<file path="src/rtl/blake2b_nonce_scheduler.sv">
// Nonce-sweep sequencer for a free-running pipelined blake2b hasher: issues one nonce per
// cycle, tracks in-flight work with a latency-matched tag line and queues target hits.
module blake2b_nonce_scheduler #(
  parameter int HEADER_BITS  = 640,
  parameter int HASH_BITS    = 256,
  parameter int NONCE_BITS   = 32,
  parameter int NONCE_LSB    = 608,
  parameter int HASH_LATENCY = 96,
  parameter int RES_DEPTH    = 4
) (
  input  logic                   clk,
  input  logic                   rst_n,
  input  logic                   job_valid,
  output logic                   job_ready,
  input  logic [HEADER_BITS-1:0] job_header,
  input  logic [NONCE_BITS-1:0]  job_nstart,
  input  logic [NONCE_BITS-1:0]  job_nend,
  input  logic [HASH_BITS-1:0]   job_target,
  input  logic                   abort,
  output logic [HEADER_BITS-1:0] hdr_out,
  input  logic [HASH_BITS-1:0]   hash_in,
  output logic                   res_valid,
  input  logic                   res_ready,
  output logic [NONCE_BITS-1:0]  res_nonce,
  output logic                   busy,
  output logic                   done,
  output logic                   overflow
);

  localparam int CNT_W = $clog2(HASH_LATENCY + 1);
  localparam int PTR_W = $clog2(RES_DEPTH);
  localparam logic [CNT_W-1:0]      CNT_ONE   = CNT_W'(1);
  localparam logic [NONCE_BITS-1:0] NONCE_ONE = NONCE_BITS'(1);
  localparam logic [PTR_W:0]        PTR_ONE   = (PTR_W + 1)'(1);
  localparam logic [PTR_W:0]        FIFO_FULL = (PTR_W + 1)'(RES_DEPTH);

  typedef enum logic [1:0] {
    S_IDLE  = 2'd0,
    S_RUN   = 2'd1,
    S_DRAIN = 2'd2,
    S_DONE  = 2'd3
  } state_t;

  state_t                  r_state;
  state_t                  w_state_nxt;
  logic [HEADER_BITS-1:0]  r_header;
  logic [HASH_BITS-1:0]    r_target;
  logic [NONCE_BITS-1:0]   r_nend;
  logic [NONCE_BITS-1:0]   r_issue_n;
  logic [NONCE_BITS-1:0]   r_ret_n;
  logic [HEADER_BITS-1:0]  r_hdr_out;
  logic [HASH_LATENCY-1:0] r_tag;
  logic [CNT_W-1:0]        r_inflight;
  logic                    r_job_ready;
  logic                    r_busy;
  logic                    r_done;
  logic                    r_overflow;
  logic [NONCE_BITS-1:0]   r_mem [RES_DEPTH];
  logic [PTR_W:0]          r_wr_ptr;
  logic [PTR_W:0]          r_rd_ptr;

  logic                    w_accept;
  logic                    w_abort;
  logic                    w_tag_in;
  logic                    w_tag_out;
  logic                    w_ret_valid;
  logic                    w_hit;
  logic                    w_empty;
  logic                    w_full;
  logic                    w_pop;
  logic                    w_push;
  logic                    w_drop;
  logic [PTR_W:0]          w_count;
  logic [HEADER_BITS-1:0]  w_hdr_issue;

  assign w_accept    = (r_state == S_IDLE) && job_valid;
  assign w_abort     = abort && ((r_state == S_RUN) || (r_state == S_DRAIN));
  assign w_tag_in    = (r_state == S_RUN) && !abort;
  assign w_tag_out   = r_tag[HASH_LATENCY-1];
  // A tag leaving on an abort edge belongs to discarded work.
  assign w_ret_valid = w_tag_out && !w_abort;
  assign w_hit       = w_ret_valid && (hash_in <= r_target);

  assign w_count = r_wr_ptr - r_rd_ptr;
  assign w_empty = (r_wr_ptr == r_rd_ptr);
  assign w_full  = (w_count == FIFO_FULL);
  assign w_pop   = !w_empty && res_ready;
  assign w_push  = w_hit && (!w_full || w_pop);
  assign w_drop  = w_hit && w_full && !w_pop;

  // Header template with the current issue nonce spliced in.
  always_comb begin
    w_hdr_issue = r_header;
    w_hdr_issue[NONCE_LSB +: NONCE_BITS] = r_issue_n;
  end

  // Next-state decode.
  always_comb begin
    w_state_nxt = r_state;
    case (r_state)
      S_IDLE: begin
        if (job_valid) w_state_nxt = S_RUN;
        else           w_state_nxt = S_IDLE;
      end
      S_RUN: begin
        if (abort)                    w_state_nxt = S_IDLE;
        else if (r_issue_n == r_nend) w_state_nxt = S_DRAIN;
        else                          w_state_nxt = S_RUN;
      end
      S_DRAIN: begin
        if (abort)                        w_state_nxt = S_IDLE;
        else if (r_inflight == {CNT_W{1'b0}}) w_state_nxt = S_DONE;
        else                              w_state_nxt = S_DRAIN;
      end
      S_DONE:  w_state_nxt = S_IDLE;
      default: w_state_nxt = S_IDLE;
    endcase
  end

  // State register and registered status outputs.
  always_ff @(posedge clk or negedge rst_n) begin
    if (!rst_n) begin
      r_state     <= S_IDLE;
      r_job_ready <= 1'b1;
      r_busy      <= 1'b0;
      r_done      <= 1'b0;
    end else begin
      r_state     <= w_state_nxt;
      r_job_ready <= (w_state_nxt == S_IDLE);
      r_busy      <= (w_state_nxt != S_IDLE);
      r_done      <= (w_state_nxt == S_DONE);
    end
  end

  // Job latch plus issue and return nonce counters.
  always_ff @(posedge clk or negedge rst_n) begin
    if (!rst_n) begin
      r_header  <= {HEADER_BITS{1'b0}};
      r_target  <= {HASH_BITS{1'b0}};
      r_nend    <= {NONCE_BITS{1'b0}};
      r_issue_n <= {NONCE_BITS{1'b0}};
      r_ret_n   <= {NONCE_BITS{1'b0}};
    end else if (w_accept) begin
      r_header  <= job_header;
      r_target  <= job_target;
      r_nend    <= job_nend;
      r_issue_n <= job_nstart;
      r_ret_n   <= job_nstart;
    end else begin
      if (w_tag_in)    r_issue_n <= r_issue_n + NONCE_ONE;
      else             r_issue_n <= r_issue_n;
      if (w_ret_valid) r_ret_n <= r_ret_n + NONCE_ONE;
      else             r_ret_n <= r_ret_n;
    end
  end

  // Header register toward the hasher; holds while not issuing.
  always_ff @(posedge clk or negedge rst_n) begin
    if (!rst_n)        r_hdr_out <= {HEADER_BITS{1'b0}};
    else if (w_tag_in) r_hdr_out <= w_hdr_issue;
    else               r_hdr_out <= r_hdr_out;
  end

  // Latency-matched valid line and its occupancy counter.
  always_ff @(posedge clk or negedge rst_n) begin
    if (!rst_n) begin
      r_tag      <= {HASH_LATENCY{1'b0}};
      r_inflight <= {CNT_W{1'b0}};
    end else if (w_abort) begin
      r_tag      <= {HASH_LATENCY{1'b0}};
      r_inflight <= {CNT_W{1'b0}};
    end else begin
      r_tag <= (r_tag << 1) | HASH_LATENCY'(w_tag_in);
      case ({w_tag_in, w_tag_out})
        2'b10:   r_inflight <= r_inflight + CNT_ONE;
        2'b01:   r_inflight <= r_inflight - CNT_ONE;
        default: r_inflight <= r_inflight;
      endcase
    end
  end

  // Result FIFO; only reset empties it.
  always_ff @(posedge clk or negedge rst_n) begin
    if (!rst_n) begin
      for (int i = 0; i < RES_DEPTH; i++) r_mem[i] <= {NONCE_BITS{1'b0}};
      r_wr_ptr <= {(PTR_W + 1){1'b0}};
      r_rd_ptr <= {(PTR_W + 1){1'b0}};
    end else begin
      if (w_push) begin
        r_mem[r_wr_ptr[PTR_W-1:0]] <= r_ret_n;
        r_wr_ptr <= r_wr_ptr + PTR_ONE;
      end else begin
        r_wr_ptr <= r_wr_ptr;
      end
      if (w_pop) r_rd_ptr <= r_rd_ptr + PTR_ONE;
      else       r_rd_ptr <= r_rd_ptr;
    end
  end

  // Sticky drop flag, cleared by a new job.
  always_ff @(posedge clk or negedge rst_n) begin
    if (!rst_n)        r_overflow <= 1'b0;
    else if (w_accept) r_overflow <= 1'b0;
    else if (w_drop)   r_overflow <= 1'b1;
    else               r_overflow <= r_overflow;
  end

  assign job_ready = r_job_ready;
  assign busy      = r_busy;
  assign done      = r_done;
  assign overflow  = r_overflow;
  assign hdr_out   = r_hdr_out;
  assign res_valid = !w_empty;
  assign res_nonce = r_mem[r_rd_ptr[PTR_W-1:0]];

endmodule
</file>
<file path="config.mk">
export PLATFORM = sky130hd
export DESIGN_NAME = blake2b_nonce_scheduler
export DESIGN_NICKNAME = d
export VERILOG_FILES = /design/src/rtl/blake2b_nonce_scheduler.sv
export SDC_FILE = /design/constraint.sdc
export NUM_CORES = 2
export LEC_CHECK = 0
export BUFFER_PORTS_ARGS = -buffer_cell sky130_fd_sc_hd__buf_2
export CAP_MARGIN = 15
export CORE_AREA = 2 2 744 746
export DETAILED_ROUTE_END_ITERATION = 16
export DIE_AREA = 0 0 746 748
export GPL_ROUTABILITY_DRIVEN = 0
export SLEW_MARGIN = 10
export SYNTH_ARGS = -nofsm -noshare
export SYNTH_HDL_FRONTEND = slang
export SYNTH_SLANG_ARGS = --single-unit
</file>
<file path="constraint.sdc">
create_clock -name clk -period 3.5 [get_ports clk]
set_clock_uncertainty 0.05 [all_clocks]
set_input_delay 0.525 -clock clk [delete_from_list [all_inputs] [get_ports clk]]
set_output_delay 0.525 -clock clk [all_outputs]
set_load 0.05 [all_outputs]
</file>
[Yosys cells after proc, flatten, opt, wreduce, memory -nomap -nowiden]
Index checks and enable logic that the tools add are counted.
Word-level totals
  flip-flop bits (word level): 1843
  bits of input ports: 1221
  output and inout port bits: 677
  word-level logic and storage cells: 88
Cells by class
  add/subtract/negate cells: 7
  magnitude comparators: 4
  eq/ne operators: 9
  multiplexer cells: 21
  bitwise gates (word level): 3
  reductions and logical operators: 25
Operator list (count)
  less-or-equal comparator 256 bit: 1
  2-to-1 mux 32 bit: 7
  bitwise mux 128 bit: 1
  2-to-1 mux 96 bit: 1
  bitwise OR 96 x 1 -> 96 bit: 1
  adder 32 x 1 -> 32 bit (second input constant): 2
  binary-select mux 32 bit (select 2 bit): 1
  demux 32 bit (select 2 bit): 1
  equality test 32 bit: 1
  case mux 7 bit (2 select lines): 1
  logical AND 1 bit: 10
  equality test 2 bit (second input constant): 4
  case mux 2 bit (4 select lines): 1
  nonzero test 2 bit: 4
  adder 7 x 1 -> 7 bit (second input constant): 1
  logical NOT 7 bit: 1
  2-to-1 mux 7 bit: 1
  subtractor 7 x 1 -> 7 bit (second input constant): 1
  adder 3 x 1 -> 3 bit (second input constant): 2
  greater-or-equal comparator 3 bit (second input constant): 2
  2-to-1 mux 2 bit: 3
  NOT 2 -> 3 bit: 2
  logical NOT 1 bit: 5
  equality test 2 x 1 -> 1 bit (second input constant): 2
  other kinds (8): 13

[Logic depth before layout (Yosys ltp)]
  depth in word-level cells: 10
  gate-level depth with buffers: 14
  mapped depth without buffers: 13

[Worst setup path before layout]
No wires, ideal clock.
  path type: input to register
  start point: in hash_in[93]
  end point: reg r_mem[10] (netlist name)
  setup time: 125 ps
  arrival: 3564 ps
  required time: 3325 ps
  setup slack: -239 ps
  cell stages on the path: 10
  path buffers: 1
  cells stage by stage: ha_1 > nand4_1 > or4_1 > or4_1 > or3_1 > nand2b_4 > a31oi_4 > nand4_4 > buf_6 > mux2_4
On the way
  cells in the longest elaborated chain, start to end: 3
RTL lines
  start: declaration: line 21  | input logic [HASH_BITS-1:0] hash_in,
  less-or-equal comparator 256 bit: line 82  | assign w_hit = w_ret_valid && (hash_in <= r_target);
  logical AND 1 bit: line 82
  logical AND 1 bit: line 88  | assign w_push = w_hit && (!w_full || w_pop);
  end signal: indexed assignment: line 190  | r_mem[r_wr_ptr[PTR_W-1:0]] <= r_ret_n;
  end: declaration: line 58  | logic [NONCE_BITS-1:0] r_mem [RES_DEPTH];
Every way passes these cells.
A chain may end at the register's enable or synchronous reset.

[Final worst setup path]
  start point: reg r_target[166]
  end point: reg r_mem[120] (netlist name)
On the way
  cells in the longest elaborated chain, start to end: 3
RTL lines
  start: declaration: line 47  | logic [HASH_BITS-1:0] r_target;
  start signal: assignment: line 139  | r_target <= {HASH_BITS{1'b0}};
  start signal: assignment: line 145  | r_target <= job_target;
  less-or-equal comparator 256 bit: line 82
  logical AND 1 bit: line 82
  logical AND 1 bit: line 88
Every way passes these cells.

==> qor.csv <==
metric,value,unit
whs_path_depth,3,
critical_path_class,flop to flop,
layout-area-overhead-vs-synth,50.7,%
synth_cell_type_count,58,
height_of_the_chip,748,um
antenna_found_initial,440,
compound_gate_portion_of_the_synthesized_area,3.85,%
timing.critical_path.fanout_max,7,
dp_hpwl,396,mm
ys_ff_latch,1843,
power_frac_comb,30.9,%
grt_remaining_overflow,0,
post_synth_mux_area_share,3.50,%
async_flop_share,100,%
first_global_vias,72000,
grt.total_usage,16.5,%
hold-path-endpoint,r_header[414],
power_switching,30.0,mW
clock_tree.htree_level_count,4,
r2r_worst_path_depth,16,
failed_checks,setup timing,
final-setup-viol-count,132,
highest_layer,met5,
tritoncts,built,
cts_root_buffer_type,sky130_fd_sc_hd__clkbuf_16,
wl_met1,210,mm
insertion_delay,930,ps
boundaryPins,1898,
fmax,0.241,GHz
fp.coreArea,0.551,mm^2
detail_route.iter0.violations,6903,
grt_pass1_wl,636,mm
worst_slew_pin_slew,978,ps
drtAntennaViolNets,0,
power.sequential.fraction,36.9,%
finalWirelength,481,mm
port-buffer-count,1865,
max-cap-violations,0,
rows,273,
detail_route_met2_wl,194,mm
layout_min_cycle_time,4150,ps
ir_worst_vdd,0.469,mV
timing_hold_violations_final,0,
layout_commonest_cell,sky130_fd_sc_hd__nand2_1,
switching_share,39.9,%
synth_edf_count,0,
die_width,746,um
internal_power,45.3,mW
ys.warnings.count,0,
synth_area,0.0767,mm^2
layout_setup_ws,-653,ps
synth_simple_gate_area_share,23.4,%
cts-buffers-inserted,218,
worst_slew_margin_rel,34.8,%
worst_r2r_endpoint,r_mem[120],
holdCritPathClass,input port to flop,
die_area,0.558,mm^2
grt_setup_unrepaired,true,
syn_area_per_cell,9.37,um^2
hold_start,job_header[414],
rr_startpoint,r_target[166],
final.setup.tns,-76950,ps
drv_slew,0,
worst-r2r-setup-slack,-650,ps
routed-via-count,72800,
largest_family_of_logic_cells_by_synthesized_area,simple AND/OR/NAND/NOR gates,
cts.sinks,1843,
power_per_cell_area,651,mW/mm^2
leading_cell_types_in_the_layout_fill_and_taps_excluded,"sky130_fd_sc_hd__nand2_1 (4198), sky130_fd_sc_hd__buf_2 (1864), sky130_fd_sc_hd__dfrtp_1 (1839), sky130_fd_sc_hd__dlygate4sd3_1 (930), sky130_fd_sc_hd__buf_4 (327)",
dr.pass1.iters,8,
synthesis.instances,8187,
critPathRequiredTime,4240,ps
vias_per_cell,3.86,
synthesis.nets,9683,
cp.arrival,4890,ps
synth_seq_area_share,60.1,%
critPathLaunchType,flop,
starting_utilization_of_the_core_area,13.9,%
p_total,75.3,mW
grt_start_max_net_pins,130,
post_route_cells_drive_above_1_share,25.3,%
final_min_period_over_clock_period,119,%
clock_power_share,32.2,%
critical_path.endpoint_type,flop,
status,finished with violations,
arithmetic_cell_share_of_the_synthesized_area_counting_full_adders_half_adders_and_majority_gates,4.50,%
remaining_drc_errors,0,
wl_met3,53.8,mm
xor_xnor_share_of_the_synthesized_area,1.19,%
clock_tree.buffer_depth,4,
postSynth.topFlopCell,sky130_fd_sc_hd__dfrtp_1,
worst_setup_hold_path_clk_slew,70,ps
routedWlPerCell,25.5,um
fill_cells,60300,
layout.nets,12700,
p_leak,59.1,nW
[cell usage after synthesis (2+ instances only)]
master	number	share of area (%)
sky130_fd_sc_hd__or2_2	2	0.016
sky130_fd_sc_hd__and2_1	102	0.83
sky130_fd_sc_hd__ha_1	274	4.5
sky130_fd_sc_hd__and3_1	13	0.11
sky130_fd_sc_hd__nand2_1	4200	21
sky130_fd_sc_hd__a221oi_1	10	0.11
sky130_fd_sc_hd__o21ai_0	299	2.0
sky130_fd_sc_hd__or3_1	2	0.016
sky130_fd_sc_hd__mux2_2	12	0.18
sky130_fd_sc_hd__and4_1	5	0.057
sky130_fd_sc_hd__buf_1	25	0.12
sky130_fd_sc_hd__mux2i_1	4	0.052
sky130_fd_sc_hd__nand3_1	39	0.25
sky130_fd_sc_hd__clkbuf_1	357	1.7
sky130_fd_sc_hd__a21oi_1	174	1.1
sky130_fd_sc_hd__nor3_1	16	0.10
sky130_fd_sc_hd__mux2_4	119	2.3
sky130_fd_sc_hd__a221o_1	3	0.039
sky130_fd_sc_hd__o211ai_1	5	0.049
sky130_fd_sc_hd__inv_1	277	1.4
sky130_fd_sc_hd__nor4_1	23	0.19
sky130_fd_sc_hd__dfrtp_1	1842	60
sky130_fd_sc_hd__a21o_1	14	0.14
sky130_fd_sc_hd__nor2b_1	5	0.041
sky130_fd_sc_hd__a22o_1	2	0.023
sky130_fd_sc_hd__mux4_2	32	0.94
sky130_fd_sc_hd__a31oi_1	4	0.033
sky130_fd_sc_hd__xor2_1	62	0.71
sky130_fd_sc_hd__xnor2_1	42	0.48
sky130_fd_sc_hd__nand4_4	4	0.11
sky130_fd_sc_hd__o21a_1	9	0.088
sky130_fd_sc_hd__buf_6	12	0.18
sky130_fd_sc_hd__nand4_1	65	0.53
sky130_fd_sc_hd__a211oi_1	10	0.098
sky130_fd_sc_hd__nor2_1	85	0.42
sky130_fd_sc_hd__nor4_2	2	0.033
sky130_fd_sc_hd__o221a_2	2	0.029
sky130_fd_sc_hd__nand2b_1	6	0.049
sky130_fd_sc_hd__or4_1	6	0.059
sky130_fd_sc_hd__nor3b_1	4	0.039
[cell type report]
| type | instances | area (um^2) | share of cell area, % |
|---|---|---|---|
| Antenna cell | 184 | 460 | 0.398 |
| Clock buffer | 300 | 6200 | 5.37 |
| Clock inverter | 101 | 1340 | 1.16 |
| Inverter | 278 | 1050 | 0.909 |
| Multi-Input combinational cell | 5672 | 28500 | 24.6 |
| Sequential cell | 1843 | 46100 | 39.9 |
| Tap cell | 7287 | 9120 | 7.89 |
| Timing Repair Buffer | 3216 | 22900 | 19.8 |
[critical path, stage by stage (launching register included)]
cell	delay [ps]
sky130_fd_sc_hd__dfrtp_1	350
sky130_fd_sc_hd__inv_2	50
sky130_fd_sc_hd__ha_4	260
sky130_fd_sc_hd__nand4_1	120
sky130_fd_sc_hd__nor4_2	340
sky130_fd_sc_hd__buf_4	170
sky130_fd_sc_hd__nand4_1	270
sky130_fd_sc_hd__or4_4	660
sky130_fd_sc_hd__or3_4	410
sky130_fd_sc_hd__nand2b_4	180
sky130_fd_sc_hd__a31oi_4	160
sky130_fd_sc_hd__buf_12	170
sky130_fd_sc_hd__nand4_4	120
sky130_fd_sc_hd__buf_12	170
sky130_fd_sc_hd__buf_6	120
sky130_fd_sc_hd__buf_6	110
sky130_fd_sc_hd__mux2_4	280
[kinds of logic after synthesis]
| family | after synthesis |
|---|---|
| flops | 1843 |
| xor+xnor | 104 |
| buf+inv | 672 |
| mux | 167 |
| fa+ha+maj | 275 |
| compound gates | 544 |
| simple gates | 4582 |
[worst max-delay path by stage]
stage                             start    endpoint  slack [ps]
after floorplan            hash_in[195]   r_mem[10]         -50
after global routing      r_target[166]   r_mem[55]        -700
final                     r_target[166]  r_mem[120]        -650
after global placement     hash_in[101]    r_mem[1]       -1190
after CTS                 r_target[101]   r_mem[55]        -630
after detailed placement   hash_in[101]   r_mem[70]       -1180
[per-stage QoR]
step	setup slack (ps)	util (%)	hold slack, ps	std cells	cell area (um^2)
final	-653	21.0	124	18900	116000
after CTS	-627	20.9	35.7	18700	115000
after floorplan	-46.3	-	179	8187	77000
after global placement	-1190	17.8	380	17300	97800
after detailed placement	-1180	17.8	383	17300	97800
after global routing	-700	20.9	83.7	18800	115000
[sequential cells by signal, indices dropped and copies added, names as in the netlist, 7 cells and up]
register and flops:
r_ret_n 32, r_issue_n 32, r_mem 128, r_header 608, r_tag 96, hdr_out 640
r_nend 32, r_target 256, r_inflight 7
[routing by layer]
| metal | vias up | global-route usage (%) |
|---|---|---|
| li1 | 32100 | - |
| met1 | 35600 | 21.9 |
| met2 | 3699 | 23.7 |
| met3 | 1117 | 7.09 |
| met4 | 286 | 5.96 |
| met5 | - | 0 |
[power by group through the flow]
stage	Combinational, mW	Sequential, mW	Clock (mW)
2_1_floorplan	5.48	34.6	0
3_3_place_gp	21.8	27.9	0
3_5_place_dp	22.0	28.1	0
4_1_cts	23.3	27.7	24.9
5_1_grt	24.7	28.2	25.6
6_report	23.3	27.8	24.2
[timing repair]
item	CTS	global route
hold buffers	930	0
endpoints found under the setup margin	137	132
cloned	4	0
pin swaps	5	4
resized for setup	42	20
buffers inserted	11	4
endpoints found under the hold margin	988	0
Note: power is estimated with default switching activity, not from simulation.
